--- src/rtl/alu_pkg.sv ---
// Shared types for the sequential ALU stage: op encodings, FSM states, default width.
package alu_pkg;

  localparam int ALU_WIDTH = 32;

  typedef enum logic [2:0] {
    OP_AND = 3'b000,
    OP_OR  = 3'b001,
    OP_XOR = 3'b010,
    OP_NOR = 3'b011,
    OP_ADD = 3'b100,
    OP_SUB = 3'b101,
    OP_SLT = 3'b110,
    OP_MUL = 3'b111
  } alu_op_t;

  typedef enum logic [1:0] {
    IDLE,
    MUL_RUN,
    DONE
  } alu_state_t;

endpackage

--- src/rtl/shift_add_mul_core.sv ---
// Shift-add multiplier: WIDTH iterations after start_i, no early exit; low WIDTH product bits.
// done_o is high for the one cycle in which product_o (the final accumulate) is valid.
module shift_add_mul_core
  import alu_pkg::*;
#(
  parameter int WIDTH = ALU_WIDTH
) (
  input  logic             clk,
  input  logic             rst_n,
  input  logic             start_i,
  input  logic [WIDTH-1:0] a_i,
  input  logic [WIDTH-1:0] b_i,
  output logic             done_o,
  output logic [WIDTH-1:0] product_o
);

  localparam int CNT_W = $clog2(WIDTH);

  logic [WIDTH-1:0] mcand_q, mcand_d;
  logic [WIDTH-1:0] mplier_q, mplier_d;
  logic [WIDTH-1:0] acc_q, acc_d;
  logic [WIDTH-1:0] acc_sum;
  logic [CNT_W-1:0] cnt_q, cnt_d;
  logic             busy_q, busy_d;

  always_comb begin
    acc_sum  = mplier_q[0] ? (acc_q + mcand_q) : acc_q;
    mcand_d  = mcand_q;
    mplier_d = mplier_q;
    acc_d    = acc_q;
    cnt_d    = cnt_q;
    busy_d   = busy_q;
    done_o   = 1'b0;
    if (start_i) begin
      mcand_d  = a_i;
      mplier_d = b_i;
      acc_d    = '0;
      cnt_d    = '0;
      busy_d   = 1'b1;
    end else if (busy_q) begin
      acc_d    = acc_sum;
      mcand_d  = mcand_q << 1;
      mplier_d = mplier_q >> 1;
      cnt_d    = cnt_q + CNT_W'(1);
      // The last iteration's sum is handed out combinationally so the top can register it this edge.
      if (cnt_q == CNT_W'(WIDTH - 1)) begin
        busy_d = 1'b0;
        done_o = 1'b1;
      end
    end
  end

  assign product_o = acc_sum;

  always_ff @(posedge clk or negedge rst_n) begin
    if (!rst_n) begin
      mcand_q  <= '0;
      mplier_q <= '0;
      acc_q    <= '0;
      cnt_q    <= '0;
      busy_q   <= 1'b0;
    end else begin
      mcand_q  <= mcand_d;
      mplier_q <= mplier_d;
      acc_q    <= acc_d;
      cnt_q    <= cnt_d;
      busy_q   <= busy_d;
    end
  end

endmodule

--- src/rtl/alu_seq_unit.sv ---
// Registered valid/ready ALU stage; logic ops/ADD/SUB/SLT in 1 cycle, MUL in WIDTH+1; result held while !out_ready.
// Define ALU_SEQ_STATUS_FLAGS_EN to add registered zero/ovf outputs.
module alu_seq_unit
  import alu_pkg::*;
#(
  parameter int WIDTH = ALU_WIDTH
) (
  input  logic             clk,
  input  logic             rst_n,
  input  logic             in_valid,
  output logic             in_ready,
  input  logic [2:0]       alu_op,
  input  logic [WIDTH-1:0] a,
  input  logic [WIDTH-1:0] b,
  output logic             out_valid,
  input  logic             out_ready,
  output logic [WIDTH-1:0] result
`ifdef ALU_SEQ_STATUS_FLAGS_EN
  ,
  output logic             zero,
  output logic             ovf
`endif
);

  alu_state_t       state_q, state_d;
  logic [WIDTH-1:0] result_q, result_d;
  logic [WIDTH-1:0] alu_res;
  logic [WIDTH-1:0] sum, diff;
  logic [WIDTH-1:0] mul_product;
  logic             mul_done;
  logic             accept;
  logic             mul_start;
  alu_op_t          op;

  assign op        = alu_op_t'(alu_op);
  assign in_ready  = (state_q == IDLE);
  assign out_valid = (state_q == DONE);
  assign result    = result_q;
  assign accept    = in_valid && in_ready;
  assign mul_start = accept && (op == OP_MUL);
  assign sum       = a + b;
  assign diff      = a - b;

  always_comb begin
    alu_res = '0;
    case (op)
      OP_AND: alu_res = a & b;
      OP_OR:  alu_res = a | b;
      OP_XOR: alu_res = a ^ b;
      OP_NOR: alu_res = ~(a | b);
      OP_ADD: alu_res = sum;
      OP_SUB: alu_res = diff;
      OP_SLT: alu_res = {{(WIDTH-1){1'b0}}, ($signed(a) < $signed(b))};
      OP_MUL: alu_res = '0;
    endcase
  end

  shift_add_mul_core #(.WIDTH(WIDTH)) u_mul (
    .clk       (clk),
    .rst_n     (rst_n),
    .start_i   (mul_start),
    .a_i       (a),
    .b_i       (b),
    .done_o    (mul_done),
    .product_o (mul_product)
  );

`ifdef ALU_SEQ_STATUS_FLAGS_EN
  logic zero_q, zero_d;
  logic ovf_q, ovf_d;
  logic ovf_now;

  always_comb begin
    ovf_now = 1'b0;
    if (op == OP_ADD)
      ovf_now = (a[WIDTH-1] == b[WIDTH-1]) && (sum[WIDTH-1] != a[WIDTH-1]);
    else if (op == OP_SUB)
      ovf_now = (a[WIDTH-1] != b[WIDTH-1]) && (diff[WIDTH-1] != a[WIDTH-1]);
  end

  assign zero = zero_q;
  assign ovf  = ovf_q;
`endif

  always_comb begin
    state_d  = state_q;
    result_d = result_q;
`ifdef ALU_SEQ_STATUS_FLAGS_EN
    zero_d   = zero_q;
    ovf_d    = ovf_q;
`endif
    case (state_q)
      IDLE: begin
        if (accept) begin
          if (op == OP_MUL) begin
            state_d = MUL_RUN;
          end else begin
            state_d  = DONE;
            result_d = alu_res;
`ifdef ALU_SEQ_STATUS_FLAGS_EN
            zero_d   = (alu_res == '0);
            ovf_d    = ovf_now;
`endif
          end
        end
      end
      MUL_RUN: begin
        if (mul_done) begin
          state_d  = DONE;
          result_d = mul_product;
`ifdef ALU_SEQ_STATUS_FLAGS_EN
          zero_d   = (mul_product == '0);
          ovf_d    = 1'b0;
`endif
        end
      end
      DONE: begin
        if (out_ready) state_d = IDLE;
      end
      default: state_d = IDLE;
    endcase
  end

  always_ff @(posedge clk or negedge rst_n) begin
    if (!rst_n) begin
      state_q  <= IDLE;
      result_q <= '0;
`ifdef ALU_SEQ_STATUS_FLAGS_EN
      zero_q   <= 1'b0;
      ovf_q    <= 1'b0;
`endif
    end else begin
      state_q  <= state_d;
      result_q <= result_d;
`ifdef ALU_SEQ_STATUS_FLAGS_EN
      zero_q   <= zero_d;
      ovf_q    <= ovf_d;
`endif
    end
  end

endmodule

--- config.mk ---
export PLATFORM = sky130hd
export DESIGN_NAME = alu_seq_unit
export DESIGN_NICKNAME = d
export VERILOG_FILES = /design/src/rtl/alu_pkg.sv /design/src/rtl/shift_add_mul_core.sv /design/src/rtl/alu_seq_unit.sv
export SDC_FILE = /design/constraint.sdc
export NUM_CORES = 1
export LEC_CHECK = 0
export ABC_AREA = 1
export CAP_MARGIN = 20
export CORE_MARGIN = 3
export CORE_UTILIZATION = 35
export CTS_BUF_LIST = sky130_fd_sc_hd__clkbuf_4
export DETAILED_ROUTE_END_ITERATION = 10
export GPL_TIMING_DRIVEN = 0
export PLACE_DENSITY_LB_ADDON = 0.3
export REMOVE_ABC_BUFFERS = 1
export SETUP_SLACK_MARGIN = 0.4
export SLEW_MARGIN = 30
export SYNTH_ARGS = -nofsm -noshare
export SYNTH_HDL_FRONTEND = slang
export SYNTH_SLANG_ARGS = --single-unit
export TNS_END_PERCENT = 30
--- constraint.sdc ---
create_clock -name clk -period 2.9 [get_ports clk]
set_input_delay 0.29 -clock clk [delete_from_list [all_inputs] [get_ports clk]]
set_output_delay 0.29 -clock clk [all_outputs]
set_load 0.005 [all_outputs]
==> flow_summary.yaml <==
power:
  p_per_area_nw_per_um2: 673
  ir_drop_mv: 0.323
  p_leak_nw: 9.64
  p_total_mw: 11.8
layout:
  layout-drive-gt1-share_pct: 7.24
  multi_input_area_um2: 9920
  finalNonFillerCells: 3101
  syn_to_final_growth_pct: 17.8
  seqCellArea_um2: 3410
  num-fill-cells: 4435
  final_common_cell: "nand2_1"
  layout_common_cells: "nand2_1, inv_1, nor2_1, nand3_1, dfrtp_1"
  nNetsFinal: 2761
placement:
  dp.cells: 3052
  pre_cts_ws_ps: -1450
  gp_congestion: 0.966
  place.port_buffers: 104
  dpl.hpwl_mm: 44.8
logic_synthesis:
  synth_area_leader_cell: "nand2_1"
  seq_area_frac_synth_pct: 22.9
  synth_cell_types: 45
  synth_edf_count: 0
  synth_flop_cell: "dfrtp_1"
  async_flop_share_pct: 100
  postSynthCellCount: 2493
  ys_top_cells_by_area: "nand2_1, dfrtp_1, ha_1"
  synth_top_area_share_pct: 23.0
  syn-cell-area_um2: 14900
  yosysWarnings: 0
  avgSynthCellArea_um2: 5.97
  ys_ff_latch: 136
die:
  start_util_pct: 36.0
  rows: 74
  design.portCount: 105
  placeableCoreArea_um2: 41400
  die_y_um: 212
  fp.dieW_um: 212
  die_area_um2: 45000
sta:
  setup_ws_ps: 414
  finalHoldViolations: 0
  timing.fmax_ghz: 0.402
  finalSetupViolCount: 0
  finClkSkew_ps: 30.8
  fin_crit_sh_pct: 85.7
  slew_headroom_pct: 41.0
  min_period_ps: 2490
  whs_ps: 129
  rsz0062_at_grt: "yes"
  slew_violations: 0
  setup_tns_ps: 0
  tightest_slew_ps: 883
critical_path:
  cp_data_required_time_ps: 3380
  r2r_cells: 12
  timing.rr.end: "u_mul.mplier_q[0]"
  worstReg2RegStart: "state_q[0]"
  cpMostUsedCell: "nand3_1"
  crit_slowest_cell: "nand3_1"
  critical_path_class: "primary input to flip-flop"
  rrSetupSlack_ps: 510
  path_max_fanout: 23
  arrival_ps: 2970
  worst_setup_path_start_kind: "primary input"
  critPathCaptureType: "flip-flop"
  max_stage_delay_ps: 670
  cp_cell_sequence: "clkdlybuf4s50_1 > inv_2 > nand3_1 > inv_4 > nand2_1 > nand3_1 > a211oi_1 > o21ai_1"
global_routing:
  antenna_found_initial: 1
  grtUsageTotal_pct: 25.3
  gr-total-overflow: 0
  grt_pass1_wl_mm: 87.0
  grt_max_degree: 84
  grt_pass1_vias: 15300
hold_path:
  hold-path-endpoint: "u_mul.mplier_q[0]"
  worstHoldStart: "b[0]"
  hp-class: "primary input to flip-flop"
  hold_path_depth: 3
route:
  dr.pass1.iters: 8
  drc: 0
  routed_wl_mm: 58.7
  ant_nets: 0
  drt_iter0_drc: 1620
  num_vias: 16300
  routed_via_density: 5.24
  wl_per_cell_um: 18.9
clock_network:
  path_clk_slew_ps: 130
  cts-root-buf: "clkbuf_4"
  cts_tree: "done"
  clock_path_buffers: 2
  cts_sinks: 136
  htreeDepth: 4
  insertion_delay_ps: 630
  cts_made_buffers: 17
flow_run:
  cap_viol_max_count: 0
run_status:
  outcome: "finished, final reports clean"
## cells in the mapped netlist (16+ instances only)
master    instances
dfrtp_1         136
o21ai_0          75
o221ai_1         20
o21ai_1          19
nand2_1         913
clkbuf_1         31
a21oi_1         107
o211ai_1         40
xor2_1           16
inv_1           425
nor2_1          179
inv_2            25
buf_2            40
nand3_1         158
o22ai_1          19
nand4_1          17
ha_1            132
## cell type report
type	instances	area share (%)
Antenna cell	1	0.0143
Clock buffer	20	0.857
Clock inverter	12	0.993
Inverter	451	9.93
Multi-Input combinational cell	1820	56.6
Sequential cell	136	19.5
Tap cell	532	3.80
Timing Repair Buffer	129	8.35
## layer usage
metal / vias up / part of all wire, % / wire [µm] / track usage (%)
met2: 554 / 47 / 27400 / 41.9
met4: 0 / 2.4 / 1430 / 6.81
met3: 71 / 6.2 / 3620 / 2.98
met1: 7684 / 45 / 26300 / 34.9
li1: 7951 / - / - / -
met5: - / 0 / 0 / 0
## flip-flops by register name (all words and copies together) (netlist names)
register,flops
result,32
u_mul.acc_q,32
u_mul.mcand_q,32
u_mul.mplier_q,32
u_mul.cnt_q,5
state_q,2
u_mul.busy_q,1
## worst max-delay path by stage
stage / slack (ps) / cells after the start / to / start
6_report: 410 / 8 / result[3] / alu_op[0]
5_1_grt: 370 / 8 / result[7] / u_mul.cnt_q[0]
4_1_cts: 380 / 19 / result[0] / a[0]
3_5_place_dp: -1450 / 11 / result[19] / state_q[0]
3_3_place_gp: -5110 / 8 / u_mul.mplier_q[30] / state_q[0]
2_1_floorplan: -1500 / 9 / u_mul.acc_q[16] / state_q[0]
## worst max-delay path: cells and delay by family
kind / cells / cell delay, ps
compound gates: 2 / 680
buf+inv: 3 / 1020
simple gates: 3 / 960
## kinds of logic (layout without fill, tap and decap cells)
family	count (synthesis)	in the layout	synth area share, %
multiplexers	2	2	0.135
AND/OR/NAND/NOR	1308	1310	35.4
adder cells (fa/ha/maj)	135	135	11.5
flip-flops	136	136	22.9
AO/OA/AOI/OAI	353	353	14.6
other	0	1	0
buffers and inverters	539	612	14.3
XOR/XNOR	20	20	1.18
## through the flow
step	utilization [%]	cell area (µm²)
detailed placement	39.7	16400
floorplan	-	14400
CTS	40.8	16900
global route	42.3	17500
finish	42.3	17500
global placement	39.0	16100
## report_power, final
part           leakage (nW)  switching [mW]  internal, mW  total, mW
registers              1.76           0.597          2.65       3.25
logic                  7.71            4.37          2.63       7.00
clock network         0.171           0.835         0.712       1.55
total                  9.64            5.81          5.99       11.8
## repair_timing
| action | CTS | global route |
|---|---|---|
| resized for setup | 34 | 121 |
| endpoints found under the hold margin | 53 | 0 |
| gates cloned | 2 | 2 |
| hold buffers | 1 | 0 |
| setup endpoints to repair | 133 | 74 |
| pin swaps | 3 | 8 |
| buffers inserted | 4 | 7 |
Power figures use the tool's default switching activity.
